===== src/rtl/tbird_light_sequencer.sv =====
// Tail-light lamp sequencer: three left and three right lamps, used for
// turn signals and hazard flashing. A clock-enable divider produces a
// one-cycle tick, and the Moore state machine advances only on that tick.
// The switch inputs are asynchronous, so each one passes through a
// two-flop synchroniser before the state machine sees it.
module tbird_light_sequencer #(
  parameter int TICK_COUNT = 12_500_000,
  parameter int CNT_W      = (TICK_COUNT > 1) ? $clog2(TICK_COUNT) : 1
) (
  input  logic       clk,
  input  logic       reset,        // asynchronous, active-low
  input  logic       left,
  input  logic       right,
  input  logic       hazard,
  output logic [2:0] lights_left,  // bit0=LA (inner) .. bit2=LC (outer)
  output logic [2:0] lights_right, // bit0=RA (inner) .. bit2=RC (outer)
  output logic       busy,
  output logic       tick
);

  typedef enum logic [2:0] {
    S_IDLE = 3'd0,
    S_L1   = 3'd1,
    S_L2   = 3'd2,
    S_L3   = 3'd3,
    S_R1   = 3'd4,
    S_R2   = 3'd5,
    S_R3   = 3'd6,
    S_HAZ  = 3'd7
  } state_e;

  localparam logic [CNT_W-1:0] CNT_LAST = CNT_W'(TICK_COUNT - 1);

  // Synchroniser stages, packed as {hazard, right, left}
  logic [2:0] sync1_q, sync1_d;
  logic [2:0] sync2_q, sync2_d;
  logic       sl, sr, sh;

  logic [CNT_W-1:0] cnt_q, cnt_d;
  state_e           state_q, state_d;
  logic             haz_req;

  // Synchroniser next values: stage 1 samples the pins, stage 2 samples stage 1
  always_comb begin
    sync1_d = {hazard, right, left};
    sync2_d = sync1_q;
  end

  assign {sh, sr, sl} = sync2_q;

  // Divider: count 0..TICK_COUNT-1 and wrap; tick marks the last count
  always_comb begin
    cnt_d = (cnt_q == CNT_LAST) ? '0 : cnt_q + 1'b1;
  end

  assign tick = (cnt_q == CNT_LAST);

  // Next-state logic; the state only moves on a tick
  always_comb begin
    // NOTE: every signal written in this block gets a value before any branch,
    // so no path leaves it unassigned and no latch is inferred.
    state_d = state_q;
    haz_req = sh | (sl & sr);
    if (tick) begin
      if (haz_req) begin
        // Hazard (or both turn switches) toggles between HAZ and IDLE,
        // which gives the one-tick-on / one-tick-off flash.
        state_d = (state_q == S_HAZ) ? S_IDLE : S_HAZ;
      end else begin
        case (state_q)
          S_IDLE: begin
            if (sl)      state_d = S_L1;
            else if (sr) state_d = S_R1;
            else         state_d = S_IDLE;
          end
          // A started sequence always runs to completion
          S_L1:    state_d = S_L2;
          S_L2:    state_d = S_L3;
          S_L3:    state_d = S_IDLE;
          S_R1:    state_d = S_R2;
          S_R2:    state_d = S_R3;
          S_R3:    state_d = S_IDLE;
          S_HAZ:   state_d = S_IDLE;
          default: state_d = S_IDLE;
        endcase
      end
    end
  end

  // Lamp and busy decode from the state register only, so inputs cannot glitch them
  always_comb begin
    lights_left  = 3'b000;
    lights_right = 3'b000;
    case (state_q)
      S_L1:    lights_left  = 3'b001;
      S_L2:    lights_left  = 3'b011;
      S_L3:    lights_left  = 3'b111;
      S_R1:    lights_right = 3'b001;
      S_R2:    lights_right = 3'b011;
      S_R3:    lights_right = 3'b111;
      S_HAZ: begin
        lights_left  = 3'b111;
        lights_right = 3'b111;
      end
      default: begin
        lights_left  = 3'b000;
        lights_right = 3'b000;
      end
    endcase
    busy = (state_q != S_IDLE);
  end

  // Register bank: synchronisers, divider counter and state, all cleared by reset
  always_ff @(posedge clk or negedge reset) begin
    // NOTE: flops use non-blocking assignment so every register samples the
    // values from before the edge, independent of statement order.
    if (!reset) begin
      sync1_q <= 3'b000;
      sync2_q <= 3'b000;
      cnt_q   <= '0;
      state_q <= S_IDLE;
    end else begin
      sync1_q <= sync1_d;
      sync2_q <= sync2_d;
      cnt_q   <= cnt_d;
      state_q <= state_d;
    end
  end

endmodule


===== config.mk =====
export PLATFORM = sky130hd
export DESIGN_NAME = tbird_light_sequencer
export DESIGN_NICKNAME = d
export VERILOG_FILES = /design/src/rtl/tbird_light_sequencer.sv
export SDC_FILE = /design/constraint.sdc
export NUM_CORES = 1
export LEC_CHECK = 0
export BUFFER_PORTS_ARGS = -buffer_cell sky130_fd_sc_hd__buf_2
export CAP_MARGIN = 20
export CORE_UTILIZATION = 58
export DETAILED_ROUTE_END_ITERATION = 8
export PLACE_DENSITY = 0.78
export RECOVER_POWER = 25
export SLEW_MARGIN = 20
export SYNTH_ARGS = -nofsm -noshare
export SYNTH_HDL_FRONTEND = slang
export SYNTH_SLANG_ARGS = --single-unit

===== constraint.sdc =====
create_clock -name clk -period 2.2 [get_ports clk]
set_clock_uncertainty 0.05 [all_clocks]
set_input_delay 0.33 -clock clk [delete_from_list [all_inputs] [get_ports clk]]
set_output_delay 0.33 -clock clk [all_outputs]
set_load 0.01 [all_outputs]

==> flow_metrics.py, run 1 <==
metrics = {
    "global_routing": {
        "global_route_wire_length_before_repair_mm": 4.747,
        "largest_net_degree_at_the_start_of_global_routing": 34,
        "first_global_vias": 1087,
        "gr-total-overflow": 0,
        "grt_antenna_before_repair": 0,
        "track_usage_pct": 23.49,
    },
    "cts": {
        "cts_tree": "yes",
        "path_clk_slew_ns": 0.10,
        "root_buffer": "sky130_fd_sc_hd__clkbuf_4",
        "htreeDepth": 2,
        "clock_sinks": 33,
        "clockBufferDepth": 2,
        "clkLatencyLatePin_ns": 0.32,
        "cts_buffers": 5,
    },
    "logic_synthesis": {
        "number_of_synthesis_warnings": 0,
        "post_synth_num_cell_types": 42,
        "netlist.area_leader.share_pct": 51.89,
        "synth-main-ff-cell": "sky130_fd_sc_hd__dfrtp_1",
        "netlist.top_cell.by_area": "sky130_fd_sc_hd__dfrtp_1",
        "synthesized_net_count": 155,
        "cell_area_synth_um2": 1592,
        "syn_area_per_cell_um2": 10.68,
        "synth_cells": 149,
        "ys_ff_latch": 33,
        "synth-edff-count": 0,
        "async_flop_share_pct": 100.0,
        "synth.area.top_cells": "sky130_fd_sc_hd__dfrtp_1 52%, sky130_fd_sc_hd__xnor2_1 5.5%, sky130_fd_sc_hd__nand3_1 3.1%",
        "sequential_share_of_the_synthesized_area_pct": 51.89,
    },
    "timing": {
        "final_min_period_over_clock_period_pct": 94.32,
        "worst_path_setup_slack_after_routing_ns": 0.1250,
        "finalSetupViolations": 0,
        "max_clock_freq_mhz": 481.9,
        "hold_viol": 0,
        "final.min_clock_period_ns": 2.075,
        "final_max_slew_viol_count": 34,
        "totalNegativeSetupSlack_ns": 0,
        "rsz_0062_raised_after_global_routing": "no",
        "worstMarginPinSlew_ns": 1.690,
        "slew_headroom_pct": -12.69,
    },
    "setup_path": {
        "timing.critical_path.buf_inv": 2,
        "timing.critical_path.slowest_cell_delay_ns": 0.37,
        "critPathCaptureType": "output pin",
        "critPathLaunchType": "flip-flop",
        "worst_ep_required_time_ns": 1.82,
        "critical_path_arrival_ns": 1.69,
        "critical_path.cell_chain": "ha_2, and4_4, nand2_4, or2_4, inv_1, buf_2",
        "cp_top_family": "simple AND/OR/NAND/NOR gates",
        "critPathSlowestCell": "sky130_fd_sc_hd__dfrtp_1",
        "worst-setup-path-type": "reg2out",
        "crit_fanout": 10,
    },
    "detailed_routing": {
        "drt.antenna.violating_nets": 0,
        "detailed_route_drc_error_count": 0,
        "drtPass1Iterations": 5,
        "highest_layer": "met4",
        "drt-wirelength-per-cell_um": 14.64,
        "finalWirelength_mm": 2.885,
        "via_count": 1169,
        "routed_via_density": 5.934,
        "initialDrtViolationCount": 21,
        "routedLengthMet1_mm": 1.346,
        "met3_wirelength_um": 78,
        "route.met2.wl_mm": 1.427,
    },
    "pwr": {
        "swShare_pct": 21.29,
        "total_power_uw": 1017,
        "vdd_drop_max_mv": 0.4567,
        "power_density_nw_per_um2": 572.3,
        "pwr-share-comb_pct": 1.8,
        "p_sw_uw": 216.6,
        "cell_internal_pwr_uw": 800.9,
        "power.sequential.fraction_pct": 60.3,
        "power.static_leakage_uw": 0.0008038,
        "power.share.clock_pct": 37.9,
    },
    "placed_design": {
        "detailed_place.area_um2": 1664,
        "port_buffers": 12,
        "routabilityCongestion": 0.7976,
        "place_worst_setup_slack_ns": 0.2377,
        "dp.cells": 185,
        "detailed_place_hpwl_mm": 2.079,
    },
    "cells_and_area": {
        "sequential_cell_area_um2": 825.8,
        "layout-drive-gt1-share_pct": 25.75,
        "area_of_combinational_cells_with_multiple_inputs_um2": 725.7,
        "layout.filler_cells": 205,
        "layout-area-overhead-vs-synth_pct": 11.71,
        "layout.nets": 172,
        "fin_cells": 197,
        "stdcell_area_um2": 1778,
        "number_of_diodes_added_for_antenna_fixing": 0,
    },
    "run_status": {
        "status": "complete, but fails checks",
        "violations": "capacitance limit, slew limit",
    },
    "job": {
        "cap_viol_max_count": 1,
    },
    "floorplanning": {
        "chipWidth_um": 54.39,
        "floorplan.io_pins": 13,
        "core_um2": 2545,
        "chipHeight_um": 54.39,
        "placementRows": 18,
        "dieArea_um2": 2958,
        "floorplan.initialDensity_pct": 62.54,
    },
    "min_path": {
        "min_path_type": "in2reg",
    },
}
kinds of logic (layout without fill, tap and decap cells):
| kind of cell | after synthesis | after routing | share of synthesized area (%) |
|---|---|---|---|
| fa+ha+maj | 1 | 1 | 0.7860 |
| flops | 33 | 33 | 51.89 |
| mux | 3 | 3 | 1.887 |
| compound gates | 27 | 27 | 10.61 |
| xor+xnor | 13 | 13 | 7.154 |
| buf+inv | 13 | 31 | 3.459 |
| simple gates | 59 | 59 | 24.22 |
power by group through the flow:
stage | sequential (uW) | clock, uW | combinational (uW)
after detailed placement | 626 | 0 | 19.7
after floorplan | 625 | 0 | 3.44
after global placement | 625 | 0 | 18.6
after global routing | 615 | 416 | 22.3
final | 614 | 385 | 18.2
after CTS | 614 | 389 | 19.7
path summary, 6_finish.rpt:
kind / start / endpoint / slack, ns / cells after the start
worst max-delay path: cnt_q[0]$_DFF_PN0_ / tick / 0.13 / 6
worst min-delay path: hazard / sync1_q[2]$_DFF_PN0_ / 0.06 / 1
worst max register to register: cnt_q[0]$_DFF_PN0_ / cnt_q[17]$_DFF_PN0_ / 0.50 / 5
worst min register to register: sync1_q[0]$_DFF_PN0_ / sync2_q[0]$_DFF_PN0_ / 0.31 / 0
max in group asynchronous: reset / cnt_q[5]$_DFF_PN0_ / 0.75 / 1
min in group asynchronous: reset / cnt_q[21]$_DFF_PN0_ / 0.38 / 1
synthesized netlist by cell type, drive strengths merged, types with 2 or more instances:
| cell type | instances |
|---|---|
| a2111oi | 2 |
| a21oi | 9 |
| and2 | 4 |
| and3 | 3 |
| and4 | 6 |
| buf | 3 |
| clkbuf | 4 |
| dfrtp | 33 |
| inv | 6 |
| mux2i | 3 |
| nand2 | 7 |
| nand3 | 10 |
| nand4 | 5 |
| nor2 | 7 |
| nor3 | 6 |
| o21ai | 8 |
| o21bai | 2 |
| or3 | 5 |
| xnor2 | 10 |
| xor2 | 3 |
sequential cells by signal, summed over array words and instances, names as in the netlist:
| name | count |
|---|---|
| sync1_q | 3 |
| state_q | 3 |
| sync2_q | 3 |
| cnt_q | 24 |
what timing repair did:
item                       CTS  global route
resized for setup            3             2
hold buffers                 0             0
pin swaps                    1             0
setup buffers                2             2
setup endpoints to repair    1             1
stage by stage:
step	hold WS [ns]	utilization, %
after floorplan	-0.01559	-
after global placement	0.2838	65.39
after detailed placement	0.2855	65.39
after CTS	0.01124	68.93
after global routing	0.03579	69.86
final	0.05664	69.86
layer usage:
layer,vias up,GRT usage [%]
li1,574,-
met1,574,28.57
met2,17,38.62
met3,4,8.333
met4,0,7.692
met5,-,0
final cells by class:
type	instances	area share (%)
Timing Repair Buffer	17	5.419
Tap cell	30	2.111
Multi-Input combinational cell	103	40.82
Inverter	6	1.267
Sequential cell	33	46.45
Clock buffer	7	3.659
Clock inverter	1	0.2815
worst register-to-register path: stages, from the launching register on:
cell and delay, ns:
sky130_fd_sc_hd__dfrtp_1 0.37, sky130_fd_sc_hd__buf_4 0.13, sky130_fd_sc_hd__and4_1 0.28, sky130_fd_sc_hd__nand4_4 0.18, sky130_fd_sc_hd__or3_2 0.46, sky130_fd_sc_hd__a21oi_1 0.17
placed cells by master (no fill, tap or decap), types with 5 or more instances in the layout:
master                     instances
sky130_fd_sc_hd__a21oi_1           9
sky130_fd_sc_hd__buf_2            11
sky130_fd_sc_hd__buf_4             5
sky130_fd_sc_hd__clkbuf_4          5
sky130_fd_sc_hd__dfrtp_1          33
sky130_fd_sc_hd__inv_1             6
sky130_fd_sc_hd__nand2_1           6
sky130_fd_sc_hd__nand3_1          10
sky130_fd_sc_hd__nor2_1            7
sky130_fd_sc_hd__nor3_1            5
sky130_fd_sc_hd__o21ai_0           8
sky130_fd_sc_hd__xnor2_1          10
No activity file was read; power rests on OpenSTA's default activity.
==> inputs of run 2 (changes only) <==
ABC_AREA = 1   (was unset)
CORE_MARGIN = 1.5   (was unset)
CORE_UTILIZATION = 59   (was 58)
==> run 2 against run 1 <==
Effect of this change: the run now ends clean; register-to-register slack gained 0.14 ns; total power is 6.2% lower; non-clock buffer count shrank 3; core utilization is 0.80 points lower; highest routed layer unchanged.
==> flow_metrics.py, run 2 <==
metrics = {
    "pwr": {
        "vdd_drop_max_mv": 0.3221,
        "power.static_leakage_uw": 0.001076,
        "power_density_nw_per_um2": 452.8,
    },
    "timing": {
        "hold-worst-slack_ns": 0.04605,
        "final_max_slew_viol_count": 0,
        "totalNegativeSetupSlack_ns": 0,
        "final.min_clock_period_ns": 2.083,
        "finalSetupViolations": 0,
        "hold_viol": 0,
        "rsz_0062_raised_after_global_routing": "no",
        "worst_path_setup_slack_after_routing_ns": 0.1172,
        "worstMarginPinSlew_ns": 0.7822,
        "final_min_period_over_clock_period_pct": 94.67,
        "slew_headroom_pct": 47.85,
        "max_clock_freq_mhz": 480.1,
    },
    "setup_path": {
        "r2r.worst_path.cells": 8,
        "critPathCapture": "tick",
        "worst-setup-path-type": "reg2out",
        "critPathSlowestCell": "sky130_fd_sc_hd__dfrtp_1",
        "critical_path_arrival_ns": 1.70,
        "rrSetupSlack_ns": 0.64,
        "worstSetupStartpoint": "cnt_q[0]$_DFF_PN0_",
        "critical_path.cell_chain": "ha_4, nand2_2, nor2_4, and2_1, nand3_1, inv_2, buf_2",
        "timing.critical_path.buf_inv": 2,
        "critPathLaunchType": "flip-flop",
        "cp_top_family": "simple AND/OR/NAND/NOR gates",
        "critical_path_stages": 7,
        "worst_ep_required_time_ns": 1.82,
        "timing.rr.end": "cnt_q[11]$_DFF_PN0_",
        "timing.critical_path.slowest_cell_delay_ns": 0.42,
        "crit_fanout": 5,
        "worstReg2RegStart": "cnt_q[0]$_DFF_PN0_",
        "critPathCaptureType": "output pin",
    },
    "logic_synthesis": {
        "post_synth_num_cell_types": 25,
        "syn_area_per_cell_um2": 7.453,
        "ys_ff_latch": 33,
        "cell_area_synth_um2": 1908,
        "async_flop_share_pct": 100.0,
        "synth.area.top_cells": "sky130_fd_sc_hd__dfrtp_1 43%, sky130_fd_sc_hd__nand2_1 16%, sky130_fd_sc_hd__nor2_1 8.7%",
        "number_of_synthesis_warnings": 0,
        "synthesized_net_count": 262,
        "synthMostInstantiatedCell": "sky130_fd_sc_hd__nand2_1",
        "synth-main-ff-cell": "sky130_fd_sc_hd__dfrtp_1",
        "synth_cells": 256,
        "synth-edff-count": 0,
        "sequential_share_of_the_synthesized_area_pct": 43.28,
        "synth_top_cells_by_count": "79 x sky130_fd_sc_hd__nand2_1, 44 x sky130_fd_sc_hd__nor2_1, 33 x sky130_fd_sc_hd__dfrtp_1",
        "netlist.top_cell.by_area": "sky130_fd_sc_hd__dfrtp_1",
        "netlist.area_leader.share_pct": 43.28,
    },
    "floorplanning": {
        "chipWidth_um": 59.87,
        "floorplan.initialDensity_pct": 62.50,
        "dieArea_um2": 3584,
        "floorplan.io_pins": 13,
        "core_um2": 3053,
        "chipHeight_um": 59.87,
        "placementRows": 20,
    },
    "detailed_routing": {
        "drt-wirelength-per-cell_um": 11.23,
        "routed_via_density": 5.012,
        "drtPass1Iterations": 7,
        "via_count": 1609,
        "detailed_route_drc_error_count": 0,
        "initialDrtViolationCount": 76,
        "finalWirelength_mm": 3.604,
        "drt.antenna.violating_nets": 0,
    },
    "cells_and_area": {
        "layout-area-overhead-vs-synth_pct": 10.49,
        "mostFrequentLayoutCell": "sky130_fd_sc_hd__nand2_1",
        "fin_util_pct": 69.06,
        "layout-drive-gt1-share_pct": 16.25,
        "layout.nets": 282,
        "regMostFlops": "cnt_q",
        "number_of_flip_flops_under_the_largest_register_name": 24,
        "top_library_cells_by_usage_in_the_layout_fill_and_taps_aside": "79 x sky130_fd_sc_hd__nand2_1, 43 x sky130_fd_sc_hd__nor2_1, 33 x sky130_fd_sc_hd__dfrtp_1, 27 x sky130_fd_sc_hd__inv_1, 17 x sky130_fd_sc_hd__nand3_1",
        "number_of_diodes_added_for_antenna_fixing": 0,
        "stdcell_area_um2": 2108,
    },
    "cts": {
        "cts_buffers": 5,
        "clkLatencyLatePin_ns": 0.34,
        "cts_tree": "yes",
        "clockBufferDepth": 2,
        "root_buffer": "sky130_fd_sc_hd__clkbuf_4",
        "path_clk_slew_ns": 0.09,
        "clock_sinks": 33,
        "htreeDepth": 2,
    },
    "placed_design": {
        "detailed_place_hpwl_mm": 2.830,
        "port_buffers": 12,
        "routabilityCongestion": 0.9243,
        "detailed_place.area_um2": 2019,
        "place_worst_setup_slack_ns": 0.3253,
    },
    "global_routing": {
        "grt_antenna_before_repair": 0,
        "track_usage_pct": 25.48,
        "largest_net_degree_at_the_start_of_global_routing": 34,
        "first_global_vias": 1507,
        "gr-total-overflow": 0,
        "global_route_wire_length_before_repair_mm": 6.651,
    },
    "run_status": {
        "status": "complete, no violations",
    },
    "job": {
        "cap_viol_max_count": 0,
    },
    "min_path": {
        "min_path_type": "in2reg",
    },
}
## run 2: changes by cell type after synthesis, moves of 7 or more
cell                      delta
sky130_fd_sc_hd__inv_1      +21
sky130_fd_sc_hd__xnor2_1     -8
sky130_fd_sc_hd__xor2_1      +8
sky130_fd_sc_hd__nor2_2     +11
sky130_fd_sc_hd__nand2_1    +73
sky130_fd_sc_hd__nand3_1     +7
sky130_fd_sc_hd__nor2_1     +37
## run 2: cell type report
type                            instances  area (um2)
Clock buffer                            6       41.29
Clock inverter                          2       10.01
Fill cell                             274       944.7
Inverter                               30       125.1
Multi-Input combinational cell        192       973.4
Sequential cell                        33       825.8
Tap cell                               44       55.05
Timing Repair Buffer                   14       77.57
## run 2: kinds of logic (layout without fill, tap and decap cells)
family,Yosys count,after routing,share of synthesized area [%]
buf+inv,31,52,6.754
flops,33,33,43.28
compound gates,7,7,1.967
xor+xnor,13,13,5.967
simple gates,171,171,41.38
fa+ha+maj,1,1,0.6556
## run 2: how the worst min path moves through the flow
stage                         start                   end  slack, ns  cells after the start
2_1_floorplan                 reset    cnt_q[0]$_DFF_PN0_      -0.02                      0
3_3_place_gp   sync1_q[2]$_DFF_PN0_  sync2_q[2]$_DFF_PN0_       0.28                      0
3_5_place_dp   sync1_q[1]$_DFF_PN0_  sync2_q[1]$_DFF_PN0_       0.29                      0
4_1_cts                       right  sync1_q[1]$_DFF_PN0_       0.03                      1
5_1_grt                      hazard  sync1_q[2]$_DFF_PN0_       0.03                      1
6_report                      right  sync1_q[1]$_DFF_PN0_       0.05                      1
## run 2: per-stage QoR
step           power, uW  instances
3_3_place_gp       647.5        311
3_5_place_dp       648.1        311
5_1_grt            999.2        321
4_1_cts            969.3        320
2_1_floorplan      631.4        256
6_report           954.7        321
## run 2: report_power, final
| group | switching (uW) | leakage, uW | internal (uW) |
|---|---|---|---|
| clock | 197 | 0.0000320 | 121 |
| combinational | 15.8 | 0.000612 | 6.61 |
| sequential | 2.18 | 0.000433 | 612 |
## run 2: timing repair
action | CTS | global route
hold endpoints to repair | 9 | 0
setup buffers | 0 | 1
endpoints found under the setup margin | 1 | 1
pin swaps | 0 | 0
resized for setup | 2 | 2
hold buffers | 1 | 0
## run 2: per-layer routing
| metal | routed length [um] | up-vias | part of all wire (%) | GRT usage, % |
|---|---|---|---|---|
| met4 | 74 | 0 | 2.1 | 13.65 |
| met3 | 200 | 8 | 5.5 | 5.628 |
| met5 | 0 | - | 0 | 0 |
| li1 | - | 838 | - | - |
| met1 | 1705 | 720 | 47 | 36.55 |
| met2 | 1623 | 43 | 45 | 35.71 |
